## config.mk

```make
export PLATFORM = sky130hd
export DESIGN_NAME = array_frame_buffer
export DESIGN_NICKNAME = d
export VERILOG_FILES = /design/src/rtl/array_frame_buffer.sv
export SDC_FILE = /design/constraint.sdc
export NUM_CORES = 1
export LEC_CHECK = 0
export ABC_AREA = 0
export BUFFER_PORTS_ARGS = -buffer_cell sky130_fd_sc_hd__buf_2
export CORE_MARGIN = 10
export CORE_UTILIZATION = 39
export DETAILED_ROUTE_END_ITERATION = 10
export GPL_TIMING_DRIVEN = 0
export SYNTH_ARGS = -nofsm -noshare
export SYNTH_HDL_FRONTEND = slang
export SYNTH_SLANG_ARGS = --single-unit
```

## constraint.sdc

```tcl
create_clock -name clk -period 4.9 [get_ports clk]
set_clock_uncertainty 0.15 [all_clocks]
set_input_delay 0.245 -clock clk [delete_from_list [all_inputs] [get_ports clk]]
set_output_delay 0.245 -clock clk [all_outputs]
set_load 0.01 [all_outputs]
```

## src/rtl/array_frame_buffer.sv

```systemverilog
// Frame buffer: loads words into a small array until full or last, then replays
// them in order downstream before accepting the next frame.
module array_frame_buffer #(
  parameter int WIDTH = 32,
  parameter int DEPTH = 4
) (
  input  logic                     clk,
  input  logic                     reset,
  input  logic [WIDTH-1:0]         in_data,
  input  logic                     in_valid,
  input  logic                     in_last,
  output logic                     in_ready,
  output logic [WIDTH-1:0]         out_data,
  output logic                     out_valid,
  output logic                     out_last,
  input  logic                     out_ready,
  output logic [$clog2(DEPTH):0]   count
);
  localparam int AW = $clog2(DEPTH);

  typedef enum logic {LOAD, DRAIN} state_t;

  state_t                        state, state_nxt;
  logic [DEPTH-1:0][WIDTH-1:0]   arr;
  logic [AW-1:0]                 wr_ptr, rd_ptr;
  logic [AW:0]                   len;
  logic                          accept, take, to_drain;

  always_ff @(posedge clk or negedge reset) begin
    if (!reset) state <= LOAD;
    else        state <= state_nxt;
  end

  always_comb begin
    state_nxt = state;
    in_ready  = 1'b0;
    out_valid = 1'b0;
    out_last  = 1'b0;
    accept    = 1'b0;
    take      = 1'b0;
    to_drain  = 1'b0;
    case (state)
      LOAD: begin
        in_ready = 1'b1;
        accept   = in_valid;
        to_drain = accept & (in_last | (wr_ptr == AW'(DEPTH-1)));
        if (to_drain) state_nxt = DRAIN;
      end
      DRAIN: begin
        out_valid = 1'b1;
        out_last  = ({1'b0, rd_ptr} == (len - (AW+1)'(1)));
        take      = out_ready;
        if (take && out_last) state_nxt = LOAD;
      end
      default: state_nxt = LOAD;
    endcase
  end

  // Outputs depend only on registered state; rd_ptr sits at 0 while loading.
  assign out_data = arr[rd_ptr];
  assign count    = (state == DRAIN) ? (len - {1'b0, rd_ptr}) : {1'b0, wr_ptr};

  always_ff @(posedge clk or negedge reset) begin
    if (!reset) begin
      arr    <= '0;
      wr_ptr <= '0;
      rd_ptr <= '0;
      len    <= '0;
    end else begin
      if (accept) begin
        arr[wr_ptr] <= in_data;
        wr_ptr      <= wr_ptr + AW'(1);
        if (to_drain) begin
          len    <= {1'b0, wr_ptr} + (AW+1)'(1);
          rd_ptr <= '0;
        end
      end
      if (take) begin
        if (out_last) begin
          wr_ptr <= '0;
          rd_ptr <= '0;
          len    <= '0;
        end else begin
          rd_ptr <= rd_ptr + AW'(1);
        end
      end
    end
  end
endmodule

```

# After elaboration in Yosys (flattened, before gate mapping)
# Index checks and enable logic that the tools add are counted.
# op_classes
addsub	5
order_cmp	3
eq_ne	2
mux	26
bitwise	3
reduce_logical	5
# ops
op	n
bitwise mux 128 bit	1
binary-select mux 32 bit (select 2 bit)	1
demux 32 bit (select 2 bit)	1
2-to-1 mux 32 bit	2
2-to-1 mux 3 bit	5
2-to-1 mux 2 bit	7
2-to-1 mux 1 bit	8
less-than comparator 2 x 3 -> 1 bit, second input constant	2
adder 2 x 1 -> 2 bit, second input constant	2
nonzero test 2 bit	2
adder 2 x 1 -> 3 bit, second input constant	1
== test 2 x 3 -> 1 bit	1
subtractor 3 x 1 -> 3 bit, second input constant	1
subtractor 3 x 2 -> 3 bit	1
== test 2 bit, second input constant	1
greater-or-equal comparator 2 x 1 -> 1 bit, second input constant	1
logical AND 1 bit	2
one-hot mux 1 bit (2 select lines)	1
AND reduction 2 bit	1
AND 1 bit	1
inverter 1 bit	1
bitwise OR 1 bit	1
# totals
regBits	136
elab_cells	52

# Longest topological paths before layout
# Gate-level depths: netlist of run 1.
# logic_depth
ltp_word	8
ltp_mapped	6

# Worst setup path after synthesis of run 1
# Ideal clock, no wire load.
# synth_path
path_type	register to output
from	register rd_ptr[0]
to	output out_data[24]
arrival_time_ns	1.389
t_required_ns	4.505
setup_slack_ns	3.116
stages_incl_launch_ff	4
n_path_buf	2
path_cell_list	dfrtp_1 buf_2 buf_2 mux4_2
# synth_via
elab_chain_cells	2
# synth_rtl
item	line_no	rtl
start, declared	25	logic [AW-1:0] wr_ptr, rd_ptr;
start signal, assigned	84	rd_ptr <= rd_ptr + AW'(1);
binary-select mux 32 bit (select 2 bit)	60	assign out_data = arr[rd_ptr];
2-to-1 mux 32 bit (not written as such)	60	
end, declared	13	output logic [WIDTH-1:0] out_data,
# No other way between the ends. The select of a mux whose other input is x is not followed.

# Worst setup path in the final report of run 1
# layout_path
from	register rd_ptr[0]
to	output out_data[29]
# The elaborated chain is that of the path after synthesis.

==> results.tsv, run 1 <==
stage	metric	value	unit
status	status	finished, final reports clean	
timing	setup TNS	0	ns
timing	Tcrit/Tclk final	0.520	
drt	DRT Pass-1 Iters	4	
critical_path	worst-path cell chain	buf_2 -> buf_2 -> mux4_2 -> buf_2	
drt	post-route ant nets	0	
critical_path	Req. time, crit path	4.51	ns
hold_path	worst min path class	primary input to asynchronous set/reset pin	
power_and_ir_drop	Static Leak	4.12	nW
power_and_ir_drop	Logic pwr share	0.415	
global_routing	initial antenna violation count	0	
power_and_ir_drop	PD cells	687	nW/um2
timing	Final Slew Violations	0	
drt	number of DRC markers in iteration 0	115	
timing	Slew headroom	0.497	
power_and_ir_drop	clock share of power	0.234	
critical_path	Crit path largest cell delay	0.58	ns
power_and_ir_drop	Sw Ratio	0.303	
clocking	CTS Buffer Depth	2	
synth	sequential cell area fraction in the yosys report	0.518	
run	Max-Cap Viols	0	
critical_path	crit-path most repeated cell	buf_2	
drt	final WL	14000	um
placement	Placed Area	7250	um2
critical_path	WS Path Type	flip-flop to output pin	
drt	routed len/inst	19.2	um
power_and_ir_drop	NetSw	1.71	mW
die	Core ar.	16500	um2
global_routing	GRT Residual Overflow	0	
drt	residual DRC count	0	
global_routing	GRT Total Usage	0.136	
timing	Worst-Margin Slew	0.755	ns
placement	detailed-placement wirelength estimate	9210	um
critical_path	crit-path max FO	10	
clocking	clock sinks	136	
critical_path	Setup crit start kind	flip-flop	
synth	syn avg cell area	17.9	um2
placement	gpl congestion	0.751	
timing	count of final hold-check violations	0	
die	I/O pin count	75	
timing	Finish-stage setup viols	0	
clocking	CTS Buf Count	17	
cells_and_area	# diodes	0	
cells_and_area	fin nets	541	
clocking	setup bufs post-CTS	0	
critical_path	critical path arrival	2.15	ns
global_routing	first-pass GRT wire length	23600	um
cells_and_area	Layout area overhead	25.0	%
timing	min Tclk post-route	2.55	ns
cells_and_area	register area	3400	um2
critical_path	slowest CP cell	mux4_2	
drt	vias after detailed routing	3532	
synth	synthesized flop and latch total	136	
cells_and_area	layout cells sized above 1	0.573	
synth	Mapped Cells	368	
drt	vias per cell	4.84	
clocking	Root Driver	clkbuf_16	
placement	port bufs	74	
power_and_ir_drop	maximum vdd drop	0.000310	V
clocking	H-tree levels	4	
synth	FFs w/ async S/R, synth	1.00	
clocking	CTS tree	done	
synth	synth unique cells	29	
power_and_ir_drop	Sequential Power Share	0.350	
die	Initial Util	0.398	
cells_and_area	Filler cells	1374	
global_routing	pin count of the biggest net entering global routing	73	
synth	number of synthesized flops with an enable pin	0	
timing	max frequency	392	MHz
die	Die Y	150	um
die	Rows	47	
die	Die W	150	um
synth	Synth Flop Type	dfrtp_1	
cells_and_area	area of the multi-input gates	2950	um2
synth	Yosys warnings	0	
clocking	worst skew pair latency	0.41	ns
timing	RSZ-0062 raised after global routing	false	
die	die area	22400	um2
global_routing	vias in the first global route	4103	
power_and_ir_drop	Int Power	3.94	mW
critical_path	CP Capture Type	output pin	
synth	Post-Synthesis Cell Area	6570	um2
cells_and_area	Design Area, Final	8210	um2
clocking	Resized cells post-CTS	0	
synth	post-synthesis net count	412	
clocking	Worst-path clk slew	0.06	ns
==> power by group through the flow <==
| stage | clock network, mW | registers, mW | logic (mW) |
|---|---|---|---|
| after global routing | 1.41 | 2.05 | 2.54 |
| after CTS | 1.35 | 1.98 | 2.40 |
| after global placement | 0 | 1.95 | 2.32 |
| after detailed placement | 0 | 1.98 | 2.36 |
| after floorplan | 0 | 1.89 | 1.78 |
| final | 1.32 | 1.98 | 2.35 |
==> synthesized netlist by cell type, types with 2 or more instances <==
cell type / instances / area [um2]
dfrtp_1: 136 / 3400
mux2_4: 119 / 1790
mux4_2: 32 / 721
buf_6: 13 / 146
mux2_2: 9 / 101
inv_1: 7 / 26.3
nor2_1: 7 / 26.3
ha_1: 6 / 75.1
nand2_1: 5 / 18.8
buf_2: 4 / 20.0
nand2_4: 4 / 45.0
a21oi_1: 3 / 15.0
o21ai_0: 3 / 15.0
buf_4: 2 / 15.0
mux2i_1: 2 / 20.0
xnor2_1: 2 / 17.5
xor2_1: 2 / 17.5
==> sequential cells by signal, summed over array words and instances, names as in the netlist <==
| register | flops |
|---|---|
| rd_ptr | 2 |
| arr | 128 |
| state | 1 |
| len | 3 |
| wr_ptr | 2 |
==> metal layers <==
metal  share of wire  wire [um]  vias to the layer above  GRT usage
li1                -          -                     1614          -
met1            0.47       6660                     1853      0.175
met5               0          0                        -          0
met3           0.043        597                        6     0.0444
met4          0.0072        101                        0     0.0394
met2            0.48       6680                       59      0.213
==> placed cells by master (no fill, tap or decap), types with 3 or more instances in the layout <==
cell type,netlist,routed
dfrtp_1,136,136
mux2_4,119,119
buf_2,4,77
dlygate4sd3_1,0,35
mux4_2,32,32
clkbuf_16,0,17
buf_6,13,14
mux2_2,9,9
inv_1,7,7
nor2_1,7,7
ha_1,6,6
nand2_1,5,5
nand2_4,4,4
clkinv_4,0,4
o21ai_0,3,3
a21oi_1,3,3
bufinv_16,0,3
clkinv_2,0,3
==> repair_timing <==
item	in CTS	in global routing
hold endpoints to repair	202	0
setup endpoints to repair	0	0
hold buffers	35	0
==> worst paths after layout <==
| kind | startpoint | end | slack, ns | cells past startpoint |
|---|---|---|---|---|
| min in group clk | in_valid | wr_ptr[0] | 0.24 | 5 |
| setup / recovery | rd_ptr[0] | out_data[29] | 2.35 | 4 |
| hold / removal | reset | arr[26] | 0.24 | 2 |
| max in group asynchronous | reset | arr[63] | 3.59 | 3 |
| setup reg to reg | len[1] | wr_ptr[1] | 3.10 | 5 |
| hold reg to reg | arr[97] | arr[97] | 0.35 | 1 |
==> through the flow <==
stage / hold WS, ns / setup slack (ns) / cells / util / power, mW
6_report: 0.239 / 2.35 / 730 / 0.497 / 5.65
2_1_floorplan: -0.201 / 3.12 / 368 / - / 3.67
3_5_place_dp: 0.162 / 2.76 / 663 / 0.439 / 4.35
4_1_cts: 0.221 / 2.29 / 730 / 0.497 / 5.73
3_3_place_gp: 0.332 / 1.66 / 662 / 0.437 / 4.27
5_1_grt: 0.250 / 2.22 / 730 / 0.497 / 6.00
==> layout make-up <==
class,instances,area share
flip-flops and latches,136,0.414
multi-input cells,204,0.360
repair buffers,110,0.0919
clock buffers,18,0.0535
well taps,220,0.0335
plain buffers,21,0.0230
clock inverters,14,0.0210
inverters,7,0.00320
==> cell families after synthesis <==
kind of cell	count (synthesis)	synth area share
xor+xnor	4	0.00533
simple gates	21	0.0196
mux	162	0.400
compound gates	10	0.0101
fa+ha+maj	7	0.0145
flops	136	0.518
buf+inv	28	0.0327
==> critical path, delay by kind of cell, from the launching register on <==
kind,cells,cell delay (ns)
mux,1,0.58
flops,1,0.34
buf+inv,3,0.82
Power figures use the tool's default switching activity.
==> run 2: changes to the inputs <==
==> constraint.sdc (replaced) <==
create_clock -name clk -period 2.15 [get_ports clk]
set_clock_uncertainty 0.15 [all_clocks]
set_input_delay 0.1075 -clock clk [delete_from_list [all_inputs] [get_ports clk]]
set_output_delay 0.1075 -clock clk [all_outputs]
set_load 0.01 [all_outputs]
==> results.tsv, run 2 (synthesis results as in run 1) <==
stage	metric	value	unit
timing	Slew headroom	0.547	
timing	Finish-stage setup viols	0	
timing	count of final hold-check violations	0	
run	Max-Cap Viols	0	
global_routing	GRT Total Usage	0.135	
critical_path	critical path arrival	1.81	ns
clocking	Root Driver	clkbuf_16	
timing	hold_ws	0.102	ns
clocking	worst skew pair latency	0.41	ns
die	die area	22400	um2
drt	vias after detailed routing	3556	
critical_path	Crit path largest cell delay	0.48	ns
cells_and_area	Reg with most FFs	arr	
placement	placed cells	663	
critical_path	Setup crit start kind	flip-flop	
global_routing	pin count of the biggest net entering global routing	73	
clocking	CTS tree	done	
cells_and_area	Layout area overhead	26.2	%
drt	DRT Pass-1 Iters	4	
critical_path	Reg2Reg Launch Point	len[1]	
timing	setup TNS	0	ns
clocking	H-tree levels	4	
critical_path	Reg-to-Reg End	wr_ptr[1]	
die	I/O pin count	75	
critical_path	worst-path cell chain	inv_2 -> ha_1 -> inv_1 -> fa_1 -> nand2_1 -> o21ai_1 -> buf_2	
global_routing	initial antenna violation count	0	
drt	residual DRC count	0	
critical_path	Req. time, crit path	1.89	ns
critical_path	crit-path max FO	2	
cells_and_area	fin nets	544	
drt	vias per cell	4.85	
die	Die W	150	um
cells_and_area	# diodes	0	
clocking	CTS Buffer Depth	2	
cells_and_area	Cell Count, Final, Fillers Out	733	
power_and_ir_drop	maximum vdd drop	0.000702	V
cells_and_area	register area	3400	um2
hold_path	worst min path class	primary input to asynchronous set/reset pin	
drt	final WL	14000	um
critical_path	slowest CP cell	fa_1	
drt	post-route ant nets	0	
critical_path	Worst R2R Path Depth	5	
drt	routed len/inst	19.2	um
drt	number of DRC markers in iteration 0	146	
die	Initial Util	0.398	
power_and_ir_drop	Static Leak	4.16	nW
timing	max frequency	485	MHz
clocking	CTS Buf Count	17	
placement	port bufs	74	
cells_and_area	biggest regs	arr (128), len (3)	
die	Core ar.	16500	um2
critical_path	Worst Setup EP	count[1]	
critical_path	WS Path Type	flip-flop to output pin	
cells_and_area	layout cells sized above 1	0.581	
timing	RSZ-0062 raised after global routing	true	
global_routing	vias in the first global route	4097	
cells_and_area	area of the multi-input gates	2950	um2
clocking	Worst-path clk slew	0.06	ns
global_routing	GRT Residual Overflow	0	
critical_path	CP Launch Point	len[0]	
clocking	clock sinks	136	
timing	min Tclk post-route	2.06	ns
timing	Worst-Margin Slew	0.679	ns
placement	gpl congestion	0.751	
cells_and_area	Filler cells	1367	
critical_path	CP Capture Type	output pin	
global_routing	first-pass GRT wire length	23500	um
die	Rows	47	
critical_path	R2R Setup Slk	0.35	ns
power_and_ir_drop	PD cells	1570	nW/um2
cells_and_area	max FFs per register	128	
die	Die Y	150	um
timing	Tcrit/Tclk final	0.960	
timing	Final Slew Violations	0	
placement	detailed-placement wirelength estimate	9210	um
cells_and_area	commonest cells after routing, fill and taps aside	dfrtp_1, mux2_4, buf_2	
status	status	finished, final reports clean	
cells_and_area	commonest non-fill, non-tap cell in the layout	dfrtp_1	
## run 2: power breakdown
group,leakage [nW],switching [mW],total (mW),internal [mW]
clock,0.297,1.15,3.01,1.86
sequential,1.67,0.703,4.52,3.82
combinational,2.20,2.07,5.51,3.44
total,4.16,3.93,13.0,9.11
## run 2: cell type report
class	count	share of cell area
Sequential cell	136	0.410
Multi-Input combinational cell	204	0.356
Timing Repair Buffer	113	0.0937
Clock buffer	18	0.0529
Tap cell	220	0.0332
Buffer	21	0.0299
Clock inverter	14	0.0208
Inverter	7	0.00317
## run 2: worst max-delay path: cells and delay by family (launching register included)
kind,cells,cell delay [ns]
DFF,1,0.39
adders and majority gates,2,0.62
AOI/OAI and AO/OA,1,0.08
buffers and inverters,3,0.26
and+or+nand+nor,1,0.05
## run 2: worst min path at each step
stage | startpoint | cells past startpoint | to
5_1_grt | in_valid | 5 | wr_ptr[0]
6_report | reset | 2 | arr[26]
4_1_cts | in_valid | 5 | wr_ptr[0]
3_3_place_gp | in_data[26] | 2 | arr[58]
3_5_place_dp | reset | 1 | arr[90]
2_1_floorplan | reset | 0 | arr[0]
## run 2: repair_timing
item                                   CTS  global route
buffers inserted                         0             3
pin swaps                                0             0
resized for setup                       16             3
setup endpoints to repair               27             9
hold buffers                            35             0
endpoints found under the hold margin  207             0
## run 2: metal layers
layer  track usage  vias to the layer above  routed length (um)
li1              -                     1621                   -
met1         0.175                     1866                6680
met2         0.213                       63                6670
met3        0.0444                        6                 597
met4        0.0394                        0                 101
met5             0                        -                   0
## run 2: per-stage QoR
stage | utilization | setup slack, ns | instance area [um2] | power (mW)
2_1_floorplan | - | 0.482 | 6570 | 8.37
3_3_place_gp | 0.437 | -0.957 | 7220 | 9.74
3_5_place_dp | 0.439 | 0.143 | 7250 | 9.91
4_1_cts | 0.500 | 0.00179 | 8270 | 13.2
5_1_grt | 0.502 | -0.0265 | 8300 | 13.8
6_report | 0.502 | 0.0863 | 8300 | 13.0
